--- src/rtl/mb8_div_seq_if.sv ---
`default_nettype none
// ============================================================================
// Module   : mb8_div_seq_if
// Purpose  : Handshake bundle for the mb8_div_seq restoring divider.
//            Request side: in_valid/in_ready with a 2*WIDTH-bit dividend and
//            a WIDTH-bit divisor. Response side: out_valid/out_ready with
//            the quotient, the remainder and the dz/ovf error flags.
// Modports : slave  - the divider (accepts requests, produces results)
//            master - the requester/consumer driving the divider
// Revision : 1.0 - initial release
// ============================================================================
interface mb8_div_seq_if #(
  parameter int WIDTH = 8
);
  logic                   in_valid;
  logic                   in_ready;
  logic [2*WIDTH-1:0]     dividend;
  logic [WIDTH-1:0]       divisor;
  logic                   out_valid;
  logic                   out_ready;
  logic [WIDTH-1:0]       quotient;
  logic [WIDTH-1:0]       remainder;
  logic                   dz;
  logic                   ovf;

  modport slave (
    input  in_valid, dividend, divisor, out_ready,
    output in_ready, out_valid, quotient, remainder, dz, ovf
  );

  modport master (
    output in_valid, dividend, divisor, out_ready,
    input  in_ready, out_valid, quotient, remainder, dz, ovf
  );
endinterface
`default_nettype wire

--- src/rtl/mb8_div_seq.sv ---
`default_nettype none
// ============================================================================
// Module   : mb8_div_seq
// Purpose  : Iterative unsigned restoring divider, one quotient bit per
//            clock. Divides a 2*WIDTH-bit dividend (typically a Booth
//            multiplier product) by a WIDTH-bit divisor and returns a
//            WIDTH-bit quotient and remainder, flagging divide-by-zero (dz)
//            and quotient overflow (ovf).
// Ports    : CLK  - clock, rising edge
//            RST  - synchronous active-high reset
//            bus  - mb8_div_seq_if.slave (request and response handshakes)
// Revision : 1.0 - initial release
// ============================================================================
module mb8_div_seq #(
  parameter int WIDTH = 8,
  parameter int CNTW  = 4
) (
  input  wire logic        CLK,
  input  wire logic        RST,
  mb8_div_seq_if.slave     bus
);

  typedef enum logic [1:0] {
    S_IDLE  = 2'd0,
    S_CHECK = 2'd1,
    S_CALC  = 2'd2,
    S_DONE  = 2'd3
  } state_e;

  localparam logic [CNTW-1:0] c_last_iter = CNTW'(WIDTH - 1);

  state_e               state_q, state_d;
  logic [WIDTH:0]       r_q,     r_d;      // partial remainder, one guard bit
  logic [WIDTH-1:0]     q_q,     q_d;      // low dividend half / quotient bits
  logic [WIDTH-1:0]     d_q,     d_d;      // divisor
  logic [CNTW-1:0]      cnt_q,   cnt_d;
  logic [WIDTH-1:0]     quot_q,  quot_d;
  logic [WIDTH-1:0]     rem_q,   rem_d;
  logic                 dz_q,    dz_d;
  logic                 ovf_q,   ovf_d;

  // One restoring step: shift {R,Q} left, trial-subtract D at WIDTH+1 bits.
  // Since R < D holds on entry, the shifted R fits in WIDTH+1 bits and a
  // borrow always shows up as a set MSB of the difference.
  logic [WIDTH:0]       w_r_shift;
  logic [WIDTH:0]       w_t;
  logic                 w_take;
  logic [WIDTH:0]       w_r_next;
  logic [WIDTH-1:0]     w_q_next;
  logic                 w_d_zero;
  logic                 w_q_ovf;

  assign w_r_shift = {r_q[WIDTH-1:0], q_q[WIDTH-1]};
  assign w_t       = w_r_shift - {1'b0, d_q};
  assign w_take    = ~w_t[WIDTH];
  assign w_r_next  = w_take ? w_t : w_r_shift;
  assign w_q_next  = {q_q[WIDTH-2:0], w_take};

  // The quotient only fits in WIDTH bits when the high dividend half is
  // strictly below the divisor.
  assign w_d_zero  = (d_q == '0);
  assign w_q_ovf   = (r_q[WIDTH-1:0] >= d_q);

  // The guard bit of R is kept at zero by construction; it exists so the
  // remainder register mirrors the WIDTH+1-bit trial-subtraction datapath.
  logic unused_r_msb;
  assign unused_r_msb = r_q[WIDTH];

  always_ff @(posedge CLK) begin
    if (RST) begin
      state_q <= S_IDLE;
      r_q     <= '0;
      q_q     <= '0;
      d_q     <= '0;
      cnt_q   <= '0;
      quot_q  <= '0;
      rem_q   <= '0;
      dz_q    <= 1'b0;
      ovf_q   <= 1'b0;
    end else begin
      state_q <= state_d;
      r_q     <= r_d;
      q_q     <= q_d;
      d_q     <= d_d;
      cnt_q   <= cnt_d;
      quot_q  <= quot_d;
      rem_q   <= rem_d;
      dz_q    <= dz_d;
      ovf_q   <= ovf_d;
    end
  end

  always_comb begin
    state_d = state_q;
    r_d     = r_q;
    q_d     = q_q;
    d_d     = d_q;
    cnt_d   = cnt_q;
    quot_d  = quot_q;
    rem_d   = rem_q;
    dz_d    = dz_q;
    ovf_d   = ovf_q;

    case (state_q)
      S_IDLE: begin
        if (bus.in_valid) begin
          r_d     = {1'b0, bus.dividend[2*WIDTH-1:WIDTH]};
          q_d     = bus.dividend[WIDTH-1:0];
          d_d     = bus.divisor;
          cnt_d   = '0;
          dz_d    = 1'b0;
          ovf_d   = 1'b0;
          state_d = S_CHECK;
        end
      end

      S_CHECK: begin
        if (w_d_zero || w_q_ovf) begin
          // Error results are registered on the first CHECK edge and the
          // response is published on the second, so errors complete two
          // edges after the accept edge. The counter marks the first pass.
          if (cnt_q == '0) begin
            quot_d = '1;
            dz_d   = w_d_zero;
            ovf_d  = ~w_d_zero;
            rem_d  = w_d_zero ? q_q : '0;
            cnt_d  = CNTW'(1);
          end else begin
            state_d = S_DONE;
          end
        end else begin
          cnt_d   = '0;
          state_d = S_CALC;
        end
      end

      S_CALC: begin
        r_d   = w_r_next;
        q_d   = w_q_next;
        cnt_d = cnt_q + CNTW'(1);
        if (cnt_q == c_last_iter) begin
          quot_d  = w_q_next;
          rem_d   = w_r_next[WIDTH-1:0];
          state_d = S_DONE;
        end
      end

      S_DONE: begin
        if (bus.out_ready) begin
          state_d = S_IDLE;
        end
      end

      default: begin
        state_d = S_IDLE;
      end
    endcase
  end

  assign bus.in_ready  = (state_q == S_IDLE);
  assign bus.out_valid = (state_q == S_DONE);
  assign bus.quotient  = quot_q;
  assign bus.remainder = rem_q;
  assign bus.dz        = dz_q;
  assign bus.ovf       = ovf_q;

endmodule
`default_nettype wire

--- src/flat_wrapper.sv ---
// flat-port wrapper written by rule: the top's interface ports become plain ports
module mb8_div_seq_flat 
#(
  parameter int WIDTH = 8,
  parameter int CNTW  = 4
)
  (CLK, RST, bus_in_valid, bus_dividend, bus_divisor, bus_out_ready, bus_in_ready, bus_out_valid, bus_quotient, bus_remainder, bus_dz, bus_ovf);
  mb8_div_seq_if #(.WIDTH(WIDTH)) bus_i ();
  input  wire logic CLK;
  input  wire logic RST;
  input wire logic [$bits(bus_i.in_valid)-1:0] bus_in_valid;
  input wire logic [$bits(bus_i.dividend)-1:0] bus_dividend;
  input wire logic [$bits(bus_i.divisor)-1:0] bus_divisor;
  input wire logic [$bits(bus_i.out_ready)-1:0] bus_out_ready;
  output wire logic [$bits(bus_i.in_ready)-1:0] bus_in_ready;
  output wire logic [$bits(bus_i.out_valid)-1:0] bus_out_valid;
  output wire logic [$bits(bus_i.quotient)-1:0] bus_quotient;
  output wire logic [$bits(bus_i.remainder)-1:0] bus_remainder;
  output wire logic [$bits(bus_i.dz)-1:0] bus_dz;
  output wire logic [$bits(bus_i.ovf)-1:0] bus_ovf;
  assign bus_i.in_valid = bus_in_valid;
  assign bus_i.dividend = bus_dividend;
  assign bus_i.divisor = bus_divisor;
  assign bus_i.out_ready = bus_out_ready;
  assign bus_in_ready = bus_i.in_ready;
  assign bus_out_valid = bus_i.out_valid;
  assign bus_quotient = bus_i.quotient;
  assign bus_remainder = bus_i.remainder;
  assign bus_dz = bus_i.dz;
  assign bus_ovf = bus_i.ovf;
  mb8_div_seq #(.WIDTH(WIDTH), .CNTW(CNTW)) u_core (.CLK(CLK), .RST(RST), .bus(bus_i));
endmodule
--- config.mk ---
export PLATFORM = sky130hd
export DESIGN_NAME = mb8_div_seq_flat
export DESIGN_NICKNAME = d
export VERILOG_FILES = /design/src/rtl/mb8_div_seq_if.sv /design/src/rtl/mb8_div_seq.sv /design/src/flat_wrapper.sv
export SDC_FILE = /design/constraint.sdc
export NUM_CORES = 1
export LEC_CHECK = 0
export BUFFER_PORTS_ARGS = -buffer_cell sky130_fd_sc_hd__clkbuf_2
export CAP_MARGIN = 10
export CORE_ASPECT_RATIO = 0.75
export CORE_MARGIN = 8
export CORE_UTILIZATION = 61
export DETAILED_ROUTE_END_ITERATION = 8
export PLACE_DENSITY = 0.86
export SETUP_SLACK_MARGIN = 0.4
export SLEW_MARGIN = 10
export SYNTH_ARGS = -nofsm -noshare
export SYNTH_HDL_FRONTEND = slang
export SYNTH_SLANG_ARGS = --single-unit
export TNS_END_PERCENT = 20
--- constraint.sdc ---
create_clock -name CLK -period 6 [get_ports CLK]
set_input_delay 0.6 -clock CLK [delete_from_list [all_inputs] [get_ports CLK]]
set_output_delay 0.6 -clock CLK [all_outputs]
set_load 0.01 [all_outputs]
==> metrics.md, run 1 <==
| Metric | Value |
|---|---|
| Top-Level Pins | `48` |
| Drt drc | `0` |
| Power per standard cell area | `604.5 nW/µm²` |
| Fmax | `279.8 MHz` |
| Max Root-Sink Buffers | `2` |
| Final Hold Violating Endpoints | `0` |
| Dpl cells | `441` |
| Ys async rst share | `0%` |
| Nets@finish | `~440` |
| Avg Cell Area, Syn | `8.020 µm²` |
| Final Routed Wirelength | `6.910 mm` |
| GR Util All Layers | `20.30%` |
| Synth Net Count | `407` |
| Final period util | `59.56%` |
| Syn Std Cell Area | `2855 µm²` |
| Drt wl/cell | `between 15 and 20 µm` |
| Core Area | `around 4500 µm²` |
| Initial Util | `63.55%` |
| Synth warn | `0` |
| Via count | `2685` |
| Hold Slack | `470.9 ps` |
| Setup_tns | `0 ps` |
| Setup Viol. Count Final | `0` |
| Pin count of the biggest net entering global routing | `51` |
| Layout Cells excl Fill | `449` |
| Setup crit end kind | `flip-flop` |
| Syn-to-layout area delta | `12.75%` |
| CTS tree | `built` |
| DR iter-0 viols | `247` |
| Top_reg_cell synth | `dfxtp_1` |
| Antenna Nets Post-Route | `0` |
| Htree depth | `2` |
| Critical path cell sequence | `inv_1 > ha_1 > inv_1 > o21ai_1 > nor2_1 > a211oi_1` |
| Sequential fraction of the synthesis area | `approximately a third` |
| Most used cell, CP | `inv_1` |
| Max IR drop VDD | `around 0.00041 V` |
| Total power | `0.001946 W` |
| Hold depth | `2` |
| RSZ-0062 raised after global routing | `false` |
| Area of the multi-input gates | `1732 µm²` |
| GPL Wtd Cong | `0.8592` |
| Crit start category | `flip-flop` |
| Post-CTS Resized | `0` |
| Synthesized flop and latch total | `48` |
| Worst-skew pair later-pin latency | `310 ps` |
| Setup slack after layout | `2426 ps` |
| Initial antenna violation count | `0` |
| Via-to-Cell Ratio | `5.980` |
| Reg clk slew, reported paths | `100 ps` |
| 1st-pass router iterations | `5` |
| CTS buffer count | `5` |
| Dpl hpwl | `5.140 mm` |
| Critical path's largest stage delay | `between 1000 and 1500 ps` |
| Final min period | `3574 ps` |
| Worst Max-Slew Pin Slew | `1217 ps` |
| First-pass GRT wire length | `approximately 12 mm` |
| Top cells by area, synth | `dfxtp_1 (34%), ha_1 (9.6%), a21oi_1 (6.5%), nor2_1 (5.4%), nand2_1 (5.3%)` |
| Pleak | `1.362 nW` |
| Syn Inst Count | `356` |
| Clk root buf | `clkbuf_8` |
| Hold_buf cts | `0` |
| Die X-Extent | `approximately 95 µm` |
| Count of pins over their slew limit | `0` |
| Largest fanout on the critical path | `29` |
| Worst EP required | `about 6200 ps` |
| Crit-path slowest cell | `o21ai_1` |
| Max Cap Violations | `0` |
| Status | `complete, no violations` |
| Die Height | `75.25 µm` |
| Sink Count | `48` |
| Relative slew slack | `a little under a fifth` |
| Top-area cell type share of the netlist area | `about a third` |
| Post-CTS setup buffer count | `0` |
| Worst reg-to-reg path cell count | `6` |
| Die area | `7149 µm²` |
| Yosys cell types | `between 40 and 50` |
| Worst Path Arrival | `around 3800 ps` |
| Filler instances | `371` |
| Yosys top cell by area | `dfxtp_1` |
| Vias in the first global route | `2474` |
| Reg area | `between 900 and 1000 µm²` |
| Hold/Removal Path Class | `reg2reg` |
| Ant diodes | `0` |
| Layout cells sized above 1 | `16.58%` |
| Buffers added on ports | `between 40 and 50` |
| Setup Skew | `15.17 ps` |
| DP Worst Slack | `between 2000 and 2500 ps` |
| Post-synth EDFFs | `0` |
| Grt total ovfl | `0` |
| Row count | `21` |
| CP Class | `reg2reg` |
final timing paths:
check                          from                     end  slack, ps
min          u_core.bus.quotient[1]  u_core.bus.quotient[1]        470
min reg2reg  u_core.bus.quotient[1]  u_core.bus.quotient[1]        470
max               u_core.state_q[0]           u_core.q_q[2]       2430
max reg2reg       u_core.state_q[0]           u_core.q_q[2]       2430
flip-flops by register name (all words and copies together) (netlist names):
register              cells
u_core.cnt_q              4
u_core.bus.ovf            1
u_core.q_q                8
u_core.bus.remainder      8
u_core.bus.quotient       8
u_core.bus.dz             1
u_core.d_q                8
u_core.state_q            2
u_core.r_q                8
cell usage in the layout, fill, tap and decap left out, types with 3 or more instances in the layout:
cell      Yosys  final
ha_1         22     22
mux2_4        4      4
nor2b_1       3      3
a21oi_1      37     37
dfxtp_1      48     48
nand2_1      40     40
clkbuf_2      0     47
o21ai_0      19     19
nor4_1        4      4
and3_1        3      3
nor3_1        4      4
nor2_1       41     41
mux2i_1      13     13
nand2b_1     10     10
clkbuf_8      0      5
a21o_1        3      3
inv_1        22     22
nand3_1       6      6
a22oi_1       5      5
a311oi_1      3      3
a211oi_1     16     16
Yosys cell counts (3+ instances only):
cell,number
dfxtp_1,48
nor2_1,41
nand2_1,40
a21oi_1,37
ha_1,22
inv_1,22
o21ai_0,19
a211oi_1,16
clkbuf_1,14
mux2i_1,13
nand2b_1,10
nand3_1,6
a22oi_1,5
mux2_4,4
nor3_1,4
nor4_1,4
a21o_1,3
a311oi_1,3
and3_1,3
buf_1,3
nor2b_1,3
kinds of logic after synthesis:
kind of cell    Yosys count  synth area share [%]
simple gates            120                 18.93
compound gates          102                 22.79
mux                      19                 7.449
buf+inv                  41                 5.916
fa+ha+maj                23                 10.34
xor+xnor                  3                0.9204
flops                    48                 33.65
metal layers:
layer / routed length (µm) / global-route usage, % / vias to the layer above
met2: 2972 / 30.69 / 108
met3: 588 / 4.880 / 6
met4: 65 / 4.828 / 0
li1: - / - / 1335
met5: 0 / 0 / -
met1: 3284 / 28.29 / 1236
critical path: cells and delay by family (launching register included):
kind | cells | cell delay, ps
AO/OA/AOI/OAI | 2 | 1300
adder cells (fa/ha/maj) | 1 | 980
buffers and inverters | 2 | 740
flip-flops | 1 | 340
AND/OR/NAND/NOR | 1 | 110
report_power, final:
part	switching, W	internal, W	total [W]
clock	0.000113	0.000168	0.000281
sequential	0.0000811	0.000417	0.000498
combinational	0.000682	0.000485	0.00117
total	0.000877	0.00107	0.00195
final cells by class:
cell class	count	area share [%]
Multi-Input combinational cell	267	53.79
Sequential cell	48	29.85
Timing Repair Buffer	47	7.307
Inverter	22	2.565
Tap cell	57	2.215
Clock buffer	5	2.138
Clock inverter	3	2.138
stage by stage:
stage | cell area (µm²) | utilization, %
after detailed placement | 3082 | 68.59
after CTS | 3219 | 71.65
after global routing | 3219 | 71.65
final | 3219 | 71.65
after global placement | 3082 | 68.59
after floorplan | 2855 | -
Power figures use the tool's default switching activity.
==> run 2: changes to the inputs <==
--- a/config.mk
+++ b/config.mk
@@ -9,9 +9,9 @@
 export CAP_MARGIN = 10
 export CORE_ASPECT_RATIO = 0.75
 export CORE_MARGIN = 8
-export CORE_UTILIZATION = 61
+export CORE_UTILIZATION = 51
 export DETAILED_ROUTE_END_ITERATION = 8
-export PLACE_DENSITY = 0.86
+export PLACE_DENSITY = 0.76
 export SETUP_SLACK_MARGIN = 0.4
 export SLEW_MARGIN = 10
 export SYNTH_ARGS = -nofsm -noshare
==> constraint.sdc (replaced) <==
create_clock -name CLK -period 2.98 [get_ports CLK]
set_input_delay 0.298 -clock CLK [delete_from_list [all_inputs] [get_ports CLK]]
set_output_delay 0.298 -clock CLK [all_outputs]
set_load 0.01 [all_outputs]
==> metrics.md, run 2 (synthesized netlist as in run 1, its figures left out) <==
| Metric | Value |
|---|---|
| Status | `complete, no violations` |
| Total power | `0.004137 W` |
| Sink Count | `48` |
| Pint | `0.002233 W` |
| 1st-pass router iterations | `5` |
| Critical path's largest stage delay | `~380 ps` |
| Largest fanout on the critical path | `7` |
| Setup Viol. Count Final | `0` |
| Antenna Nets Post-Route | `0` |
| Top-Level Pins | `48` |
| Initial antenna violation count | `0` |
| Max Root-Sink Buffers | `2` |
| Reg power frac | `24.5%` |
| Fmax | `396.5 MHz` |
| Final Hold Violating Endpoints | `0` |
| Drt wl/cell | `15.84 µm` |
| CTS buffer count | `5` |
| Worst reg-to-reg path cell count | `12` |
| DR iter-0 viols | `~190` |
| Buffers added on ports | `47` |
| Initial Util | `53.06%` |
| Critical path cell sequence | `inv_1 > ha_1 > inv_1 > fa_2 > nand3_1 > a21oi_2 > mux2i_2 > nand2_2 > buf_4 > mux2_4 > a22oi_1 > a211oi_1` |
| Commonest non-fill, non-tap cell in the layout | `clkbuf_2` |
| Die Height | `between 80 and 90 µm` |
| Max Cap Violations | `0` |
| Htree depth | `2` |
| CP Class | `reg2reg` |
| Worst-skew pair later-pin latency | `300 ps` |
| Core Area | `5381 µm²` |
| Max IR drop VDD | `0.0007607 V` |
| Most frequent cells in the layout | `clkbuf_2 (47), dfxtp_1 (46), nor2_1 (41), nand2_1 (39), a21oi_1 (36)` |
| GPL Wtd Cong | `0.8842` |
| Worst EP required | `3160 ps` |
| CTS tree | `built` |
| Hold/Removal Path Class | `in2reg` |
| Worst Path Arrival | `around 2700 ps` |
| Worst path depth | `12` |
| Relative slew slack | `62.18%` |
| Setup crit end kind | `flip-flop` |
| Power per standard cell area | `1233 nW/µm²` |
| Crit-path slowest cell | `dfxtp_2` |
| Final min period | `2522 ps` |
| Count of pins over their slew limit | `0` |
| RSZ-0062 raised after global routing | `true` |
| DP Worst Slack | `282.6 ps` |
| Nets@finish | `451` |
| Grt total ovfl | `0` |
| Hold depth | `3` |
| Setup slack after layout | `about 460 ps` |
| NetSw | `between 0.0015 and 0.002 W` |
| Reg clk slew, reported paths | `100 ps` |
| Via count | `between 2k and 3k` |
| Crit start category | `flip-flop` |
| Row count | `23` |
| Die area | `8274 µm²` |
| Clk root buf | `clkbuf_8` |
| Setup Skew | `6.709 ps` |
| Most used cell, CP | `inv_1` |
| Drt drc | `0` |
| Pleak | `1.397 nW` |
| Final period util | `84.62%` |
| Crit path buf inv count | `3` |
| First-pass GRT wire length | `12.16 mm` |
| Sw frac | `46.02%` |
| Comb pwr share | `a little under two thirds` |
| Vias in the first global route | `2538` |
| Setup_tns | `0 ps` |
| Ant diodes | `0` |
| Pin count of the biggest net entering global routing | `33` |
| Syn-to-layout area delta | `17.53%` |
| GR Util All Layers | `~18%` |
| Worst path top cell family by delay | `multiplexers` |
| Layout cells sized above 1 | `21.45%` |
| Worst Max-Slew Pin Slew | `565.2 ps` |
| Dpl hpwl | `5.491 mm` |
| Final Routed Wirelength | `~7.5 mm` |
| Clk network pwr share | `11.7%` |
| Die X-Extent | `102.4 µm` |
| Via-to-Cell Ratio | `5.704` |
run 2: cell count changes in the layout (fill, tap and decap cells not counted), moves of 2 or more:
cell,change
dfxtp_1,-2
mux2i_1,-2
buf_4,+9
clkinv_4,+2
mux2i_2,+2
dfxtp_2,+2
run 2: worst paths after layout:
path	startpoint	to	slack [ps]
hold / removal	bus_divisor[6]	u_core.d_q[6]	210
setup / recovery	u_core.q_q[7]	u_core.bus.remainder[3]	460
setup reg to reg	u_core.q_q[7]	u_core.bus.remainder[3]	460
hold reg to reg	u_core.bus.quotient[1]	u_core.bus.quotient[1]	470
run 2: metal layers:
layer | wire length, µm | track usage [%]
met5 | 0 | 0
met4 | 19 | 2.336
met3 | 623 | 4.441
met2 | 3338 | 27.96
met1 | 3559 | 25.42
run 2: repair_timing:
item / CTS / global route
resized for setup: 3 / 13
hold buffers: 0 / 0
setup buffers: 0 / 2
endpoints found under the setup margin: 15 / 28
pin swaps: 1 / 2
run 2: worst min-delay path: cells and delay by family:
kind	cells	cell delay (ps)
simple gates	1	40
buf+inv	1	80
compound gates	1	50
run 2: metrics by stage:
step	instances	hold WS (ps)	instance area, µm²	utilization [%]
floorplan	356	434.0	2855	-
global placement	466	456.1	3157	58.66
detailed placement	466	461.9	3157	58.66
CTS	474	212.0	3279	60.94
global route	476	213.3	3356	62.36
finish	476	213.3	3356	62.36
run 2: cell type report:
cell class	count	area (µm²)
sequential	48	963.4
fill	481	2026
multi-input combinational	267	1797
clock inverter	3	47.55
inverter	22	82.58
tap	75	93.84
clock buffer	5	68.82
timing repair buffer	56	302.8
run 2: power groups by stage:
| stage | clock, W | sequential, W | combinational [W] |
|---|---|---|---|
| final | 0.000484 | 0.00101 | 0.00264 |
| after floorplan | 0 | 0.00100 | 0.00186 |
| after global placement | 0 | 0.00101 | 0.00234 |
| after global routing | 0.000523 | 0.00103 | 0.00293 |
| after detailed placement | 0 | 0.00102 | 0.00241 |
| after CTS | 0.000494 | 0.00101 | 0.00244 |
